[src/rtl/alu_reservation_station.sv]
// ALU reservation station: buffers dispatched RV32I ALU ops,
// wakes operands from the CDB and issues the oldest ready op.
module alu_reservation_station #(
  parameter int ROB_ADDR_WIDTH = 4,
  parameter int RS_DEPTH       = 4
) (
  input  logic                      clock,
  input  logic                      reset,
  input  logic                      flush,
  input  logic                      dispatch_valid,
  input  logic [3:0]                dispatch_alu_op,
  input  logic [31:0]               dispatch_src1_value,
  input  logic                      dispatch_src1_ready,
  input  logic [ROB_ADDR_WIDTH-1:0] dispatch_src1_tag,
  input  logic [31:0]               dispatch_src2_value,
  input  logic                      dispatch_src2_ready,
  input  logic [ROB_ADDR_WIDTH-1:0] dispatch_src2_tag,
  input  logic [ROB_ADDR_WIDTH-1:0] dispatch_dest_tag,
  output logic                      rs_full,
  output logic [$clog2(RS_DEPTH):0] rs_count,
  input  logic                      cdb_valid,
  input  logic [ROB_ADDR_WIDTH-1:0] cdb_tag,
  input  logic [31:0]               cdb_value,
  output logic                      issue_valid,
  input  logic                      issue_ready,
  output logic [3:0]                issue_alu_op,
  output logic [31:0]               issue_src1_value,
  output logic [31:0]               issue_src2_value,
  output logic [ROB_ADDR_WIDTH-1:0] issue_dest_tag
);

  localparam int IW = $clog2(RS_DEPTH);
  localparam int CW = IW + 1;
  localparam int TW = ROB_ADDR_WIDTH;

  typedef struct packed {
    logic [3:0]    op;
    logic [31:0]   v1;
    logic          r1;
    logic [TW-1:0] t1;
    logic [31:0]   v2;
    logic          r2;
    logic [TW-1:0] t2;
    logic [TW-1:0] dest;
  } rs_entry_t;

  rs_entry_t           ent_q [RS_DEPTH];
  logic [RS_DEPTH-1:0] vld_q;
  // older_q[i][j] set means entry j was dispatched before entry i
  logic [RS_DEPTH-1:0] older_q [RS_DEPTH];
  logic [CW-1:0]       count_q;

  logic [RS_DEPTH-1:0] elig;
  logic [IW-1:0]       sel;
  logic [IW-1:0]       free_idx;
  logic                accept;
  logic                fire;
  rs_entry_t           new_ent;

  assign rs_count = count_q;
  assign rs_full  = (count_q == CW'(RS_DEPTH));
  assign accept   = dispatch_valid & ~rs_full;
  assign issue_valid = |elig;
  assign fire     = issue_valid & issue_ready;

  // Oldest eligible entry: eligible with no older eligible entry
  always_comb begin
    elig = '0;
    sel  = '0;
    for (int i = 0; i < RS_DEPTH; i++)
      elig[i] = vld_q[i] & ent_q[i].r1 & ent_q[i].r2;
    for (int i = 0; i < RS_DEPTH; i++)
      if (elig[i] && !(|(elig & older_q[i])))
        sel = IW'(i);
  end

  // Lowest-index free slot for an incoming dispatch
  always_comb begin
    free_idx = '0;
    for (int i = RS_DEPTH - 1; i >= 0; i--)
      if (!vld_q[i])
        free_idx = IW'(i);
  end

  // Incoming entry, including same-cycle CDB bypass per source
  always_comb begin
    new_ent      = '0;
    new_ent.op   = dispatch_alu_op;
    new_ent.t1   = dispatch_src1_tag;
    new_ent.t2   = dispatch_src2_tag;
    new_ent.dest = dispatch_dest_tag;
    new_ent.v1   = dispatch_src1_value;
    new_ent.r1   = dispatch_src1_ready;
    new_ent.v2   = dispatch_src2_value;
    new_ent.r2   = dispatch_src2_ready;
    if (!dispatch_src1_ready && cdb_valid &&
        cdb_tag == dispatch_src1_tag) begin
      new_ent.v1 = cdb_value;
      new_ent.r1 = 1'b1;
    end
    if (!dispatch_src2_ready && cdb_valid &&
        cdb_tag == dispatch_src2_tag) begin
      new_ent.v2 = cdb_value;
      new_ent.r2 = 1'b1;
    end
  end

  // Issue outputs follow the selected entry, zero when idle
  always_comb begin
    issue_alu_op     = '0;
    issue_src1_value = '0;
    issue_src2_value = '0;
    issue_dest_tag   = '0;
    if (issue_valid) begin
      issue_alu_op     = ent_q[sel].op;
      issue_src1_value = ent_q[sel].v1;
      issue_src2_value = ent_q[sel].v2;
      issue_dest_tag   = ent_q[sel].dest;
    end
  end

  // Entry state: reset/flush clear, wakeup, issue free, dispatch
  always_ff @(posedge clock) begin
    if (!reset) begin
      vld_q   <= '0;
      count_q <= '0;
      for (int i = 0; i < RS_DEPTH; i++) begin
        ent_q[i]   <= '0;
        older_q[i] <= '0;
      end
    end else if (flush) begin
      vld_q   <= '0;
      count_q <= '0;
    end else begin
      for (int i = 0; i < RS_DEPTH; i++) begin
        if (vld_q[i] && cdb_valid) begin
          if (!ent_q[i].r1 && ent_q[i].t1 == cdb_tag) begin
            ent_q[i].v1 <= cdb_value;
            ent_q[i].r1 <= 1'b1;
          end
          if (!ent_q[i].r2 && ent_q[i].t2 == cdb_tag) begin
            ent_q[i].v2 <= cdb_value;
            ent_q[i].r2 <= 1'b1;
          end
        end
      end
      if (fire)
        vld_q[sel] <= 1'b0;
      if (accept) begin
        vld_q[free_idx] <= 1'b1;
        ent_q[free_idx] <= new_ent;
        for (int i = 0; i < RS_DEPTH; i++) begin
          older_q[free_idx][i] <= (IW'(i) != free_idx);
          if (IW'(i) != free_idx)
            older_q[i][free_idx] <= 1'b0;
        end
      end
      count_q <= count_q + CW'(accept) - CW'(fire);
    end
  end

endmodule

[config.mk]
export PLATFORM = sky130hd
export DESIGN_NAME = alu_reservation_station
export DESIGN_NICKNAME = d
export VERILOG_FILES = /design/src/rtl/alu_reservation_station.sv
export SDC_FILE = /design/constraint.sdc
export NUM_CORES = 1
export LEC_CHECK = 0
export BUFFER_PORTS_ARGS = -buffer_cell sky130_fd_sc_hd__buf_2
export CORE_AREA = 2 2 188 208
export DETAILED_ROUTE_END_ITERATION = 10
export DIE_AREA = 0 0 190 210
export PLACE_DENSITY = 0.63
export SLEW_MARGIN = 20
export SYNTH_ARGS = -nofsm -noshare
export SYNTH_HDL_FRONTEND = slang
export SYNTH_SLANG_ARGS = --single-unit
[constraint.sdc]
create_clock -name clock -period 11.05 [get_ports clock]
set_input_delay 2.21 -clock clock [delete_from_list [all_inputs] [get_ports clock]]
set_output_delay 2.21 -clock clock [all_outputs]
set_load 0.01 [all_outputs]
======== After elaboration in Yosys (flattened, before gate mapping) ========
Memories as Yosys holds them, arrays and structs flattened.
Cells that the tools add are included.
storage, ports and cells
  flip-flop bits (word level) ............. 7
  bits in writable memories ............... 344
  output and inout port bits .............. 77
  logic and storage cells ................. 232
  memories kept ........................... 2
operators by class
  $add $sub $neg .......................... 2
  magnitude comparators ................... 4
  eq/ne operators ......................... 14
  muxes and demuxes ....................... 118
  bitwise gates (word level) .............. 50
  reductions and logical operators ........ 40
memory list
  memory   depth  width  rd ports  clocked after memory_dff  wr ports  line  source
  ent_q    4      82     5         0                         5         47    rs_entry_t ent_q [RS_DEPTH];
  older_q  4      4      3         0                         5         50    logic [RS_DEPTH-1:0] older_q [RS_DEPTH];
operators with widths
  operator                                                            count
  2-to-1 mux 32 bit                                                   10
  2-to-1 mux 1 bit                                                    88
  2-to-1 mux 33 bit                                                   2
  equality test 4 bit                                                 10
  2-to-1 mux 4 bit                                                    10
  OR 1 bit                                                            32
  logical AND 1 bit                                                   21
  AND 4 bit                                                           4
  OR reduction 4 bit                                                  4
  logical NOT 1 bit                                                   13
  2-to-1 mux 2 bit                                                    6
  AND 1 bit                                                           10
  less-than comparator 2 x 3 -> 1 bit (second input constant)         2
  demux 1 bit (select 2 bit)                                          2
  greater-or-equal comparator 2 x 1 -> 1 bit (second input constant)  2
  != test 2 bit (first input constant)                                2
  inverter 4 bit                                                      1
  OR 4 bit                                                            1
  adder 3 x 1 -> 3 bit                                                1
  equality test 3 bit (second input constant)                         1
  subtractor 3 x 1 -> 3 bit                                           1
  != test 1 x 2 -> 1 bit (first input constant)                       1
  inverter 1 bit                                                      2
  nonzero test 2 bit                                                  1
  OR reduction 2 bit                                                  1

======== Depth between registers and ports, before layout ========
Gate-level depths: netlist of the first run.
An unclocked memory read counts as a cell.
  depth in word-level cells ............... 21
  gate-level depth with buffers ........... 11
  mapped depth without buffers ............ 10

======== Least setup slack after synthesis of the first run ========
OpenSTA, ideal clock, no wires.
  kind .................................... input port to flip-flop
  from .................................... in cdb_tag[2]
  to ...................................... mem ent_q[3][45] (netlist name), enable pin
  setup time .............................. 0.515 ns
  data arrival time ....................... 6.186 ns
  data required time ...................... 10.535 ns
  path slack .............................. 4.349 ns
  cell stages on the path ................. 4
  path through ............................ buf_2 > xnor2_1 > nand3_1 > o41ai_1
RTL lines
  what             line  source
  start, declared  22    input logic [ROB_ADDR_WIDTH-1:0] cdb_tag,
  end, declared    47

======== Worst setup path after layout of the first run ========
  from .................................... reg vld_q[2]
  to ...................................... out issue_src1_value[29]
between the ends
  longest elaborated chain between the ends .. 11
  elaborated cells on any way between the ends .. 20
RTL lines
  what                             line  source
  start, declared                  48    logic [RS_DEPTH-1:0] vld_q;
  start signal, assigned           125   vld_q <= '0;
  start signal, assigned           132   vld_q <= '0;
  start signal, assigned by index  148   vld_q[sel] <= 1'b0;
  AND 1 bit (*) (2 in a row)       71    elig[i] = vld_q[i] & ent_q[i].r1 & ent_q[i].r2;
  AND 4 bit                        73    if (elig[i] && !(|(elig & older_q[i])))
  OR reduction 4 bit               73
  logical NOT 1 bit                73
  logical AND 1 bit                73
  2-to-1 mux 1 bit                 73
  2-to-1 mux 2 bit (2 in a row)    73
  memory read (4 x 82 bit)         -
  2-to-1 mux 32 bit (*)            114   if (issue_valid) begin
  end, declared                    27    output logic [31:0] issue_src1_value,
Every way passes the cells marked *; elsewhere a longest branch is shown, timed or not.

==> metrics.md, run 1 <==
| Metric | Value |
|---|---|
| GRT overflow | 0 |
| Maximum VDD drop | 118 µV |
| Starting density of the core | 44.6% |
| Largest area contributor in the synthesized netlist | edfxtp_1 |
| Root Driver | clkbuf_16 |
| Largest net degree at the start of global routing | 75 |
| CTS max path bufs | 3 |
| GRT Util Overall | ~25% |
| Warnings, synthesis | 0 |
| First-pass GRT wire length | roughly 74 mm |
| Worst setup SP type | flop |
| Max Cap Violations | 0 |
| Drt first pass iters | 6 |
| Share of synthesized registers carrying an async set or reset | 0% |
| Setup TNS Final | 0 ps |
| WS Path Type | reg2out |
| Routed via count | 12.0k |
| Slew @ Worst Pin | approximately 1200 ps |
| Initial antenna violation count | 13 |
| Setup WS pre-CTS | around 5600 ps |
| Most frequent CP cell | buf_4 |
| Worst reg2reg setup slack | 7490 ps |
| Number of flops mapped to enable cells by yosys | 340 |
| Sink Count | ~350 |
| Core Box Area | 37,800 µm² |
| Crit-path max FO | 40 |
| Multi-input gate area | between 5000 and 6000 µm² |
| Drt via density | 6.13 |
| Vias in the first global route | 11.8k |
| Die H | approximately 210 µm |
| CTS buffer count | 38 |
| Final antenna-violating net count | 0 |
| Synth-to-layout area growth | 14.8% |
| Fill cells | 3,275 |
| Final nets | about 1.6k |
| Crit. End Element | primary output |
| Sequential-to-total area share from yosys stat | around three fifths |
| Syn avg cell area | roughly 13 µm² |
| Worst EP required | 8840 ps |
| Number of setup buffers added after CTS | 0 |
| Post-synth top area share | ~61% |
| Setup Skew | between 20 and 25 ps |
| Worst path slowest cell | buf_4 |
| Power Dens Cells | 151 nW/µm² |
| Share of cells above drive strength 1 | about 22% |
| CTS H-tree depth | 2 |
| Post-CTS Hold Fix Bufs | 0 |
| Fin crit period | just under 6000 ps |
| DR DRC count | 0 |
| Hold crit path type | reg2reg |
| Dominant cells by area after synthesis | edfxtp_1 (61%), a22o_1 (13%), mux2i_1 (4.3%), and3_1 (2.7%), o21ai_0 (2.4%) |
| Fin area | 19,300 µm² |
| Synthesized area | ~17,000 µm² |
| Post-Synthesis Cells | ~1.3k |
| Final period util | around 53% |
| Crit path DAT | between 3000 and 4000 ps |
| Synth cell types | between 50 and 60 |
| Total Routed Length | between 40 and 50 mm |
| Pwr Total | approximately 3000 µW |
| Top FF cell, synth | edfxtp_1 |
| Dpl cell area | around 18,000 µm² |
| Final Hold Viols | 0 |
| Critical Path, Cell by Cell | nand3_1, o2111ai_4, buf_4, buf_4, mux2i_1, o21ai_0, buf_2 |
| Slew HR | between 20% and 30% |
| Die width | approximately 190 µm |
| Worst setup margin | 5210 ps |
| PostCTS Resize Cnt | 0 |
| FF/Latch Area | 10,300 µm² |
| # rows | 75 |
| Port buffer count | 200 |
| GPL Wtd Cong | ~0.91 |
| Worst-skew pair later-pin latency | about 550 ps |
| Iter 0 DRT Violations | about 1.6k |
| Average wire per standard cell | between 20 and 30 µm |
| Clock transition at path regs | 60 ps |
| RSZ-0062 raised after global routing | false |
| Status | completed |
| Dpl hpwl | roughly 30 mm |
| CTS tree | yes |
| Largest stage delay, worst path | around 740 ps |
| Fin. max-slew vios | 0 |
| F_max | about 0.17 GHz |
| Io pins | 201 |
| Final setup fails | 0 |
| LEAKAGE | approximately 0.0082 µW |
| Yosys reg bits | between 300 and 400 |
| Die footprint | about 40,000 µm² |
## metrics by stage
stage	hold WS (ps)	instances	util [%]
floorplan	531	1304	-
detailed placement	572	1885	47.9
global placement	552	1885	47.9
global route	667	1957	51.1
CTS	585	1952	51.1
finish	589	1959	51.1
## area by class of cell
class,count,share of cell area [%]
Tap cell,500,3.24
Inverter,28,0.569
Multi-Input combinational cell,789,30.3
Clock inverter,17,0.712
Timing Repair Buffer,221,5.99
Antenna cell,7,0.0906
Sequential cell,347,53.5
Clock buffer,50,5.53
## cell usage after synthesis, types with 8 or more instances
master	number
xor2_1	14
xnor2_1	22
nand4_1	16
o21ai_0	81
and2_1	55
nand2_1	21
mux2i_1	72
edfxtp_1	340
a21oi_1	72
inv_1	26
a22o_1	256
and3_1	73
nor2_1	32
nand3_1	11
buf_6	8
buf_1	40
buf_2	40
clkbuf_1	50
## logic make-up (layout without fill, tap and decap cells)
| kind of cell | Yosys count | after routing | share of synthesized area, % |
|---|---|---|---|
| DFF | 347 | 347 | 61.4 |
| adders and majority gates | 3 | 3 | 0.267 |
| xor gates and xnor gates | 36 | 36 | 1.87 |
| AOI/OAI and AO/OA | 435 | 435 | 19.2 |
| muxes | 72 | 72 | 4.28 |
| and+or+nand+nor | 240 | 240 | 8.42 |
| buffers and inverters | 168 | 316 | 4.47 |
| other | 1 | 10 | 0.0223 |
## critical path: cells and delay by family (launching register included)
family / cells / cell delay, ps
AOI/OAI and AO/OA: 2 / 690
muxes: 1 / 150
DFF: 1 / 470
buffers and inverters: 3 / 1560
and+or+nand+nor: 1 / 200
## final timing paths
path | end | cells after the start | from
max | issue_src1_value[29] | 7 | vld_q[2]
min | vld_q[0] | 2 | vld_q[0]
max reg2reg | ent_q[1][64] | 6 | rs_count[2]
min reg2reg | vld_q[0] | 2 | vld_q[0]
## placed cells by master (no fill, tap or decap), drive strengths merged, types with 3 or more instances in the layout
master / n
o2111ai: 3
clkbuf: 50
diode: 7
xor2: 14
buf: 221
nor2: 33
nand2b: 5
and3: 73
clkinv: 14
nand3: 12
conb: 3
and2: 55
dfxtp: 7
a21bo: 4
o22ai: 4
nor2b: 5
inv: 29
mux2i: 72
xnor2: 22
edfxtp: 340
nand4: 16
a22o: 258
nand2: 21
o21ai: 81
nor4: 8
a21oi: 72
## power breakdown
group | switching, µW | internal (µW) | total (µW) | leakage [µW]
clock | 521 | 729 | 1250 | 0.000601
combinational | 110 | 47.7 | 158 | 0.00399
sequential | 17.9 | 1500 | 1520 | 0.00358
total | 650 | 2280 | 2930 | 0.00817
## layer usage
metal	vias to the layer above	GRT usage (%)	share of wire [%]
met5	-	0	0.22
met4	16	9.25	3.1
met3	114	4.83	8.4
met2	570	41.6	49
met1	5977	32.2	39
li1	5334	-	-
## registers in the layout (all words and copies together) (netlist names)
name / flops
vld_q: 4
ent_q: 328
older_q: 12
rs_count: 3
No activity file was read; power rests on OpenSTA's default activity.
==> run 2, diff against run 1 <==
==> constraint.sdc (replaced) <==
create_clock -name clock -period 5.52 [get_ports clock]
set_input_delay 1.104 -clock clock [delete_from_list [all_inputs] [get_ports clock]]
set_output_delay 1.104 -clock clock [all_outputs]
set_load 0.01 [all_outputs]
==> run 2 against run 1 <==
First-iteration DRC count is 29% lower. Register-to-register slack got worse by 5300 ps. Largest power group unchanged. Critical path type unchanged. Clock power grew 93%. Clock skew down 0.71 ps. Count of clock-buffer cells in the layout increased by 2. Flip-flop and latch count unchanged. Setup slack lost 4200 ps. Total power up 97%. Global-route usage down 0.32 points. Wire length down 1.2%. Design area about the same. Sequential share of layout area is essentially flat.
==> metrics.md, run 2 (synthesis gave the netlist of run 1 again) <==
| Metric | Value |
|---|---|
| Worst path slowest cell | nand3_4 |
| Crit-path max FO | 49 (+23%) |
| Drt via density | 6.10 (-0.56%) |
| Total Routed Length | 49.4 mm (-1.2%) |
| Iter 0 DRT Violations | 1,111 (-29%) |
| Number of setup buffers added after CTS | 0 (unchanged) |
| F_max | ~0.22 GHz |
| Die footprint | 39,900 µm² (unchanged) |
| Dpl hpwl | 29.7 mm (+1.1%) |
| CTS H-tree depth | 2 (unchanged) |
| Clock transition at path regs | 60 ps (about the same) |
| Logic depth of the worst register-to-register path | 7 (+1) |
| Final Hold Viols | 0 (unchanged) |
| FF/Latch Area | 10,300 µm² (unchanged) |
| LEAKAGE | 0.00814 µW (-0.38%) |
| RSZ-0062 raised after global routing | false |
| Drt first pass iters | 5 (-1) |
| Slew HR | 23.9% (+1.3 points) |
| Worst EP required | 4420 ps (-4420 ps) |
| WS Path Type | reg2out |
| Final nets | 1,550 (-0.13%) |
| GRT Util Overall | 24.6% (-0.32 points) |
| Worst Hold Depth | 2 (unchanged) |
| Setup TNS Final | 0 ps (unchanged) |
| Die width | 190 µm (unchanged) |
| GRT overflow | 0 (unchanged) |
| CTS tree | yes |
| Vias in the first global route | 11.8k (+0.48%) |
| Fin. max-slew vios | 0 (unchanged) |
| Max Cap Violations | 0 (unchanged) |
| Fin crit period | 4510 ps |
| Share of cells above drive strength 1 | 21.0% (-0.59 points) |
| Final period util | 81.7% |
| Slew @ Worst Pin | 1140 ps (-20.3 ps) |
| Setup WS pre-CTS | 1330 ps (-4230 ps) |
| Final setup fails | 0 (unchanged) |
| Largest net degree at the start of global routing | 75 (unchanged) |
| Most frequent cells in the layout | edfxtp_1 (340), a22o_1 (256), buf_2 (200), o21ai_0 (79), and3_1 (73) |
| Crit. End Element | primary output |
| Starting density of the core | 44.6% (unchanged) |
| Initial antenna violation count | 7 (-6) |
| DR DRC count | 0 (unchanged) |
| Hold crit path type | reg2reg |
| Port buffer count | 200 (unchanged) |
| Clock Power Share | 41.8% (-0.9 points) |
| Core Box Area | 37,800 µm² (unchanged) |
| Final antenna-violating net count | 0 (unchanged) |
| Die H | 210 µm (unchanged) |
| Worst setup SP type | flop |
| Status | completed |
| # rows | 75 (unchanged) |
| Io pins | 201 (unchanged) |
| Largest Register | ent_q |
| Worst setup margin | 1010 ps (-4200 ps) |
| Synth-to-layout area growth | 14.8% (about the same) |
| GPL Wtd Cong | 0.809 (-11%) |
| Biggest regs | ent_q: 328 flops, older_q: 12 flops, vld_q: 4 flops |
| Largest stage delay, worst path | 610 ps (-130 ps) |
| Crit path DAT | 3410 ps (-220 ps) |
| PostCTS Resize Cnt | 0 (unchanged) |
| Sw power | 1280 µW (+97%) |
| Net Sw Frac | 22.2% (about the same) |
| Gate power share | 5.5% (about the same) |
| Worst-skew pair later-pin latency | 530 ps (-20 ps) |
| Multi-input gate area | 5950 µm² (+1.5%) |
| Maximum VDD drop | 263 µV (+120%) |
| First-pass GRT wire length | 73.6 mm (-0.29%) |
| Routed via count | 11.9k (-0.97%) |
| Power Dens Cells | 298 nW/µm² (+97%) |
| Post-CTS Hold Fix Bufs | 0 (unchanged) |
| CTS max path bufs | 3 (unchanged) |
| Fill cells | 3,294 (+0.58%) |
| Average wire per standard cell | 25.3 µm (-0.77%) |
| CTS buffer count | 38 (unchanged) |
| Sink Count | 347 (unchanged) |
| Commonest non-fill, non-tap cell in the layout | edfxtp_1 |
| Final Core Density | 51.1% (about the same) |
| Setup Skew | 20.7 ps (-0.711 ps) |
| Root Driver | clkbuf_16 |
| Cell-internal power | 4480 µW (+97%) |
| Critical Path, Cell by Cell | nand3_1, nand4_1, nand3_4, buf_4, o21ai_0, buf_2 |
| Seq pwr share | 52.7% (+0.8 points) |
| Max reg flops | 328 (unchanged) |
[run 2: layer usage]
metal | vias up | share of wire (%) | track usage, %
met1 | 5952 | 41 | 32.6
met4 | 12 | 2.2 | 7.27
met5 | - | 0.15 | 0
met2 | 531 | 49 | 40.9
met3 | 79 | 8.0 | 4.90
li1 | 5321 | - | -
[run 2: power by group through the flow]
stage	sequential (µW)	clock (µW)	combinational, µW
6_report	3040	2410	317
4_1_cts	3040	2420	316
5_1_grt	3050	2530	344
3_5_place_dp	3090	0	315
3_3_place_gp	3090	0	309
2_1_floorplan	3080	0	167
[run 2: critical path, delay by kind of cell, from the launching register on]
family | cells | cell delay [ps]
simple gates | 3 | 1140
buf+inv | 2 | 720
flops | 1 | 540
compound gates | 1 | 470
[run 2: final timing paths]
check	start	to	slack [ps]
worst max register to register	rs_count[2]	ent_q[1][76]	2200
worst min-delay path	rs_count[0]	rs_count[0]	620
worst min register to register	rs_count[0]	rs_count[0]	620
worst max-delay path	vld_q[2]	issue_src1_value[31]	1010
[run 2: through the flow]
stage          hold slack (ps)  std cells  total power [µW]  area, µm²
6_report                   616       1951              5760      19300
5_1_grt                    647       1951              5920      19300
4_1_cts                    617       1950              5770      19300
3_5_place_dp               597       1883              3410      18200
3_3_place_gp               590       1883              3400      18200
2_1_floorplan              531       1304              3250      16900
[run 2: area by class of cell]
type                       count  share of cell area, %
sequential                   347                   53.5
multi-input combinational    789                   30.8
timing repair buffer         219                   5.91
clock buffer                  52                   5.45
tap                          500                   3.23
inverter                      28                  0.569
clock inverter                15                  0.524
antenna                        1                 0.0129
==> run 3, diff against run 2 <==
--- a/config.mk
+++ b/config.mk
@@ -9,7 +9,7 @@
 export CORE_AREA = 2 2 188 208
 export DETAILED_ROUTE_END_ITERATION = 10
 export DIE_AREA = 0 0 190 210
-export PLACE_DENSITY = 0.63
+export PLACE_DENSITY = 0.65
 export SLEW_MARGIN = 20
 export SYNTH_ARGS = -nofsm -noshare
 export SYNTH_HDL_FRONTEND = slang
==> constraint.sdc (replaced) <==
create_clock -name clock -period 3.7 [get_ports clock]
set_input_delay 0.74 -clock clock [delete_from_list [all_inputs] [get_ports clock]]
set_output_delay 0.74 -clock clock [all_outputs]
set_load 0.01 [all_outputs]
==> run 3 against run 2 <==
Clock skew down 5.1 ps. Design area up 1.9%. Setup slack worse by 860 ps. Die area unchanged. Flip-flop and latch count unchanged. First-iteration DRC count down 10%. Core utilization up 0.98 points. Highest routed layer unchanged.
==> metrics.md, run 3 (synthesis gave the netlist of run 1 again) <==
| Metric | Value |
|---|---|
| Drt first pass iters | 5 (unchanged) |
| Io pins | 201 (unchanged) |
| Number of setup buffers added after CTS | 0 (unchanged) |
| Worst-skew pair later-pin latency | 530 ps (about the same) |
| CTS buffer count | 39 (+2.6%) |
| Power Dens Cells | 439 nW/µm² (+47%) |
| Final antenna-violating net count | 0 (unchanged) |
| # rows | 75 (unchanged) |
| CTS H-tree depth | 2 (unchanged) |
| Buf/Inv on CP | 2 (unchanged) |
| Core Box Area | 37,800 µm² (unchanged) |
| CTS max path bufs | 3 (unchanged) |
| WHS Endpoint | ent_q[2][3] |
| Max reg flops | 328 (unchanged) |
| Crit-path max FO | 35 (-29%) |
| Worst Hold Depth | 2 (unchanged) |
| Fin crit period | 3550 ps |
| DR DRC count | 0 (unchanged) |
| Largest Register | ent_q |
| Final Hold Viols | 0 (unchanged) |
| Status | completed |
| Setup Skew | 15.5 ps (-5.13 ps) |
| Commonest non-fill, non-tap cell in the layout | edfxtp_1 |
| Worst reg2reg path endpoint | ent_q[2][23] |
| Max Cap Violations | 0 (unchanged) |
| RSZ-0062 raised after global routing | false |
| Sink Count | 347 (unchanged) |
| Share of cells above drive strength 1 | 23.1% (+2.2 points) |
| Worst reg2reg setup slack | 820 ps (-1380 ps) |
| Initial antenna violation count | 9 (+2) |
| Iter 0 DRT Violations | 998 (-10%) |
| Die width | 190 µm (unchanged) |
| Average wire per standard cell | 25.0 µm (-1.4%) |
| Slew HR | 27.2% (+3.4 points) |
| GPL Wtd Cong | 0.883 (+9.1%) |
| Final period util | 96.1% |
| WS Path Type | reg2out |
| GRT overflow | 0 (unchanged) |
| Dpl hpwl | 31.4 mm (+5.8%) |
| Total Routed Length | 49.7 mm (+0.60%) |
| Worst flop-to-flop path startpoint | rs_count[2] |
| Delay-heaviest family, CP | simple AND/OR/NAND/NOR gates |
| Final setup fails | 0 (unchanged) |
| Hold crit path type | in2reg |
| Biggest regs | ent_q: 328 flops, older_q: 12 flops, vld_q: 4 flops |
| Clock transition at path regs | 60 ps (about the same) |
| Final nets | 1,588 (+2.5%) |
| Worst EP required | 2960 ps (-1460 ps) |
| Setup TNS Final | 0 ps (unchanged) |
| Largest net degree at the start of global routing | 73 (-2.7%) |
| Starting density of the core | 44.6% (unchanged) |
| Slew @ Worst Pin | 1090 ps (-49.5 ps) |
| Synth-to-layout area growth | 17.0% |
| LEAKAGE | 0.00839 µW (+3.1%) |
| Drt via density | 6.10 (about the same) |
| Logic depth of the worst register-to-register path | 6 (-1) |
| Routed via count | 12.1k (+2.1%) |
| Worst setup SP type | flop |
| Critical Path, Cell by Cell | nand4_1, and4_2, buf_4, and3_1, a21oi_1, o21ai_0, buf_2 |
| Post-CTS Hold Fix Bufs | 0 (unchanged) |
| Worst path slowest cell | edfxtp_1 |
| First-pass GRT wire length | 74.0 mm (+0.49%) |
| GRT Util Overall | 24.7% (+0.11 points) |
| Fin. max-slew vios | 0 (unchanged) |
| HP Start | dispatch_dest_tag[3] |
| F_max | between 0.2 and 0.3 GHz |
| Die footprint | 39,900 µm² (unchanged) |
| Crit path DAT | 2810 ps (-600 ps) |
| Port buffer count | 200 (unchanged) |
| Fin area | 19,700 µm² (+1.9%) |
| Crit. End Element | primary output |
| Dpl cell area | 18,500 µm² (+1.8%) |
| Most frequent cells in the layout | edfxtp_1 (340), a22o_1 (256), buf_2 (200), o21ai_0 (78), and3_1 (73) |
| CTS tree | yes |
| Maximum VDD drop | 417 µV (+58%) |
| Vias in the first global route | 12.2k (+2.7%) |
| Largest stage delay, worst path | 530 ps (-80 ps) |
| Die H | 210 µm (unchanged) |
| Root Driver | clkbuf_16 |
## run 3: cell types whose count changed in the layout (fill, tap and decap cells not counted), sizes merged
| cell | delta |
|---|---|
| clkinv | -1 |
| diode | +3 |
| inv | -3 |
| clkbuf | +5 |
| bufinv | -1 |
| buf | +37 |
## run 3: area by class of cell
| type | instances | area [µm²] |
|---|---|---|
| tap | 500 | 626 |
| fill | 3270 | 18100 |
| sequential | 347 | 10400 |
| multi-input combinational | 789 | 5890 |
| clock buffer | 57 | 1140 |
| timing repair buffer | 256 | 1550 |
| inverter | 28 | 110 |
| clock inverter | 10 | 46.3 |
| antenna | 4 | 10.0 |
## run 3: power breakdown
group	total (µW)	switching [µW]	leakage (µW)	internal (µW)
clock network	3620	1510	0.000579	2120
logic	501	340	0.00423	161
registers	4530	51.2	0.00358	4480
total	8650	1900	0.00839	6760
## run 3: worst reg2reg max path: stages (launching register included)
cell	delay (ps)
dfxtp_1	370
or3b_2	550
nand3_2	160
or3_1	410
inv_1	310
o2bb2ai_4	490
a22o_1	330
## run 3: what timing repair did
item,4_1_cts,5_1_grt
hold endpoints to repair,0,0
resized for setup,0,2
endpoints found under the setup margin,0,7
## run 3: metal layers
metal | share of wire [%] | global-route usage (%) | up-vias | wire length, µm
met5 | 0.12 | 0 | - | 60
met4 | 2.8 | 8.34 | 8 | 1420
met3 | 9.0 | 4.76 | 106 | 4460
met2 | 47 | 40.1 | 604 | 23600
met1 | 41 | 33.3 | 6026 | 20200
li1 | - | - | 5399 | -
## run 3: how the worst max path moves through the flow
stage | from | to | slack (ps) | depth (start not counted)
after floorplan | cdb_tag[2] | ent_q[3][10] | 30 | 4
after global routing | ent_q[1][8] | issue_src2_value[7] | 50 | 8
final | ent_q[3][8] | issue_src2_value[4] | 150 | 7
after CTS | vld_q[1] | issue_src2_value[10] | 130 | 8
after global placement | reset | ent_q[3][73] | 630 | 7
after detailed placement | reset | ent_q[2][75] | 530 | 8
## run 3: per-stage QoR
stage                     worst slack, ps  cells  hold slack, ps  total power [µW]  utilization [%]
final                                 145   1991             529              8650             52.1
after global routing                 46.7   1989             536              8900             52.1
after CTS                             133   1986             517              8690             52.1
after detailed placement              529   1919             597              5110             48.9
after global placement                633   1919             575              5090             48.9
after floorplan                      30.3   1304             531              4850                -
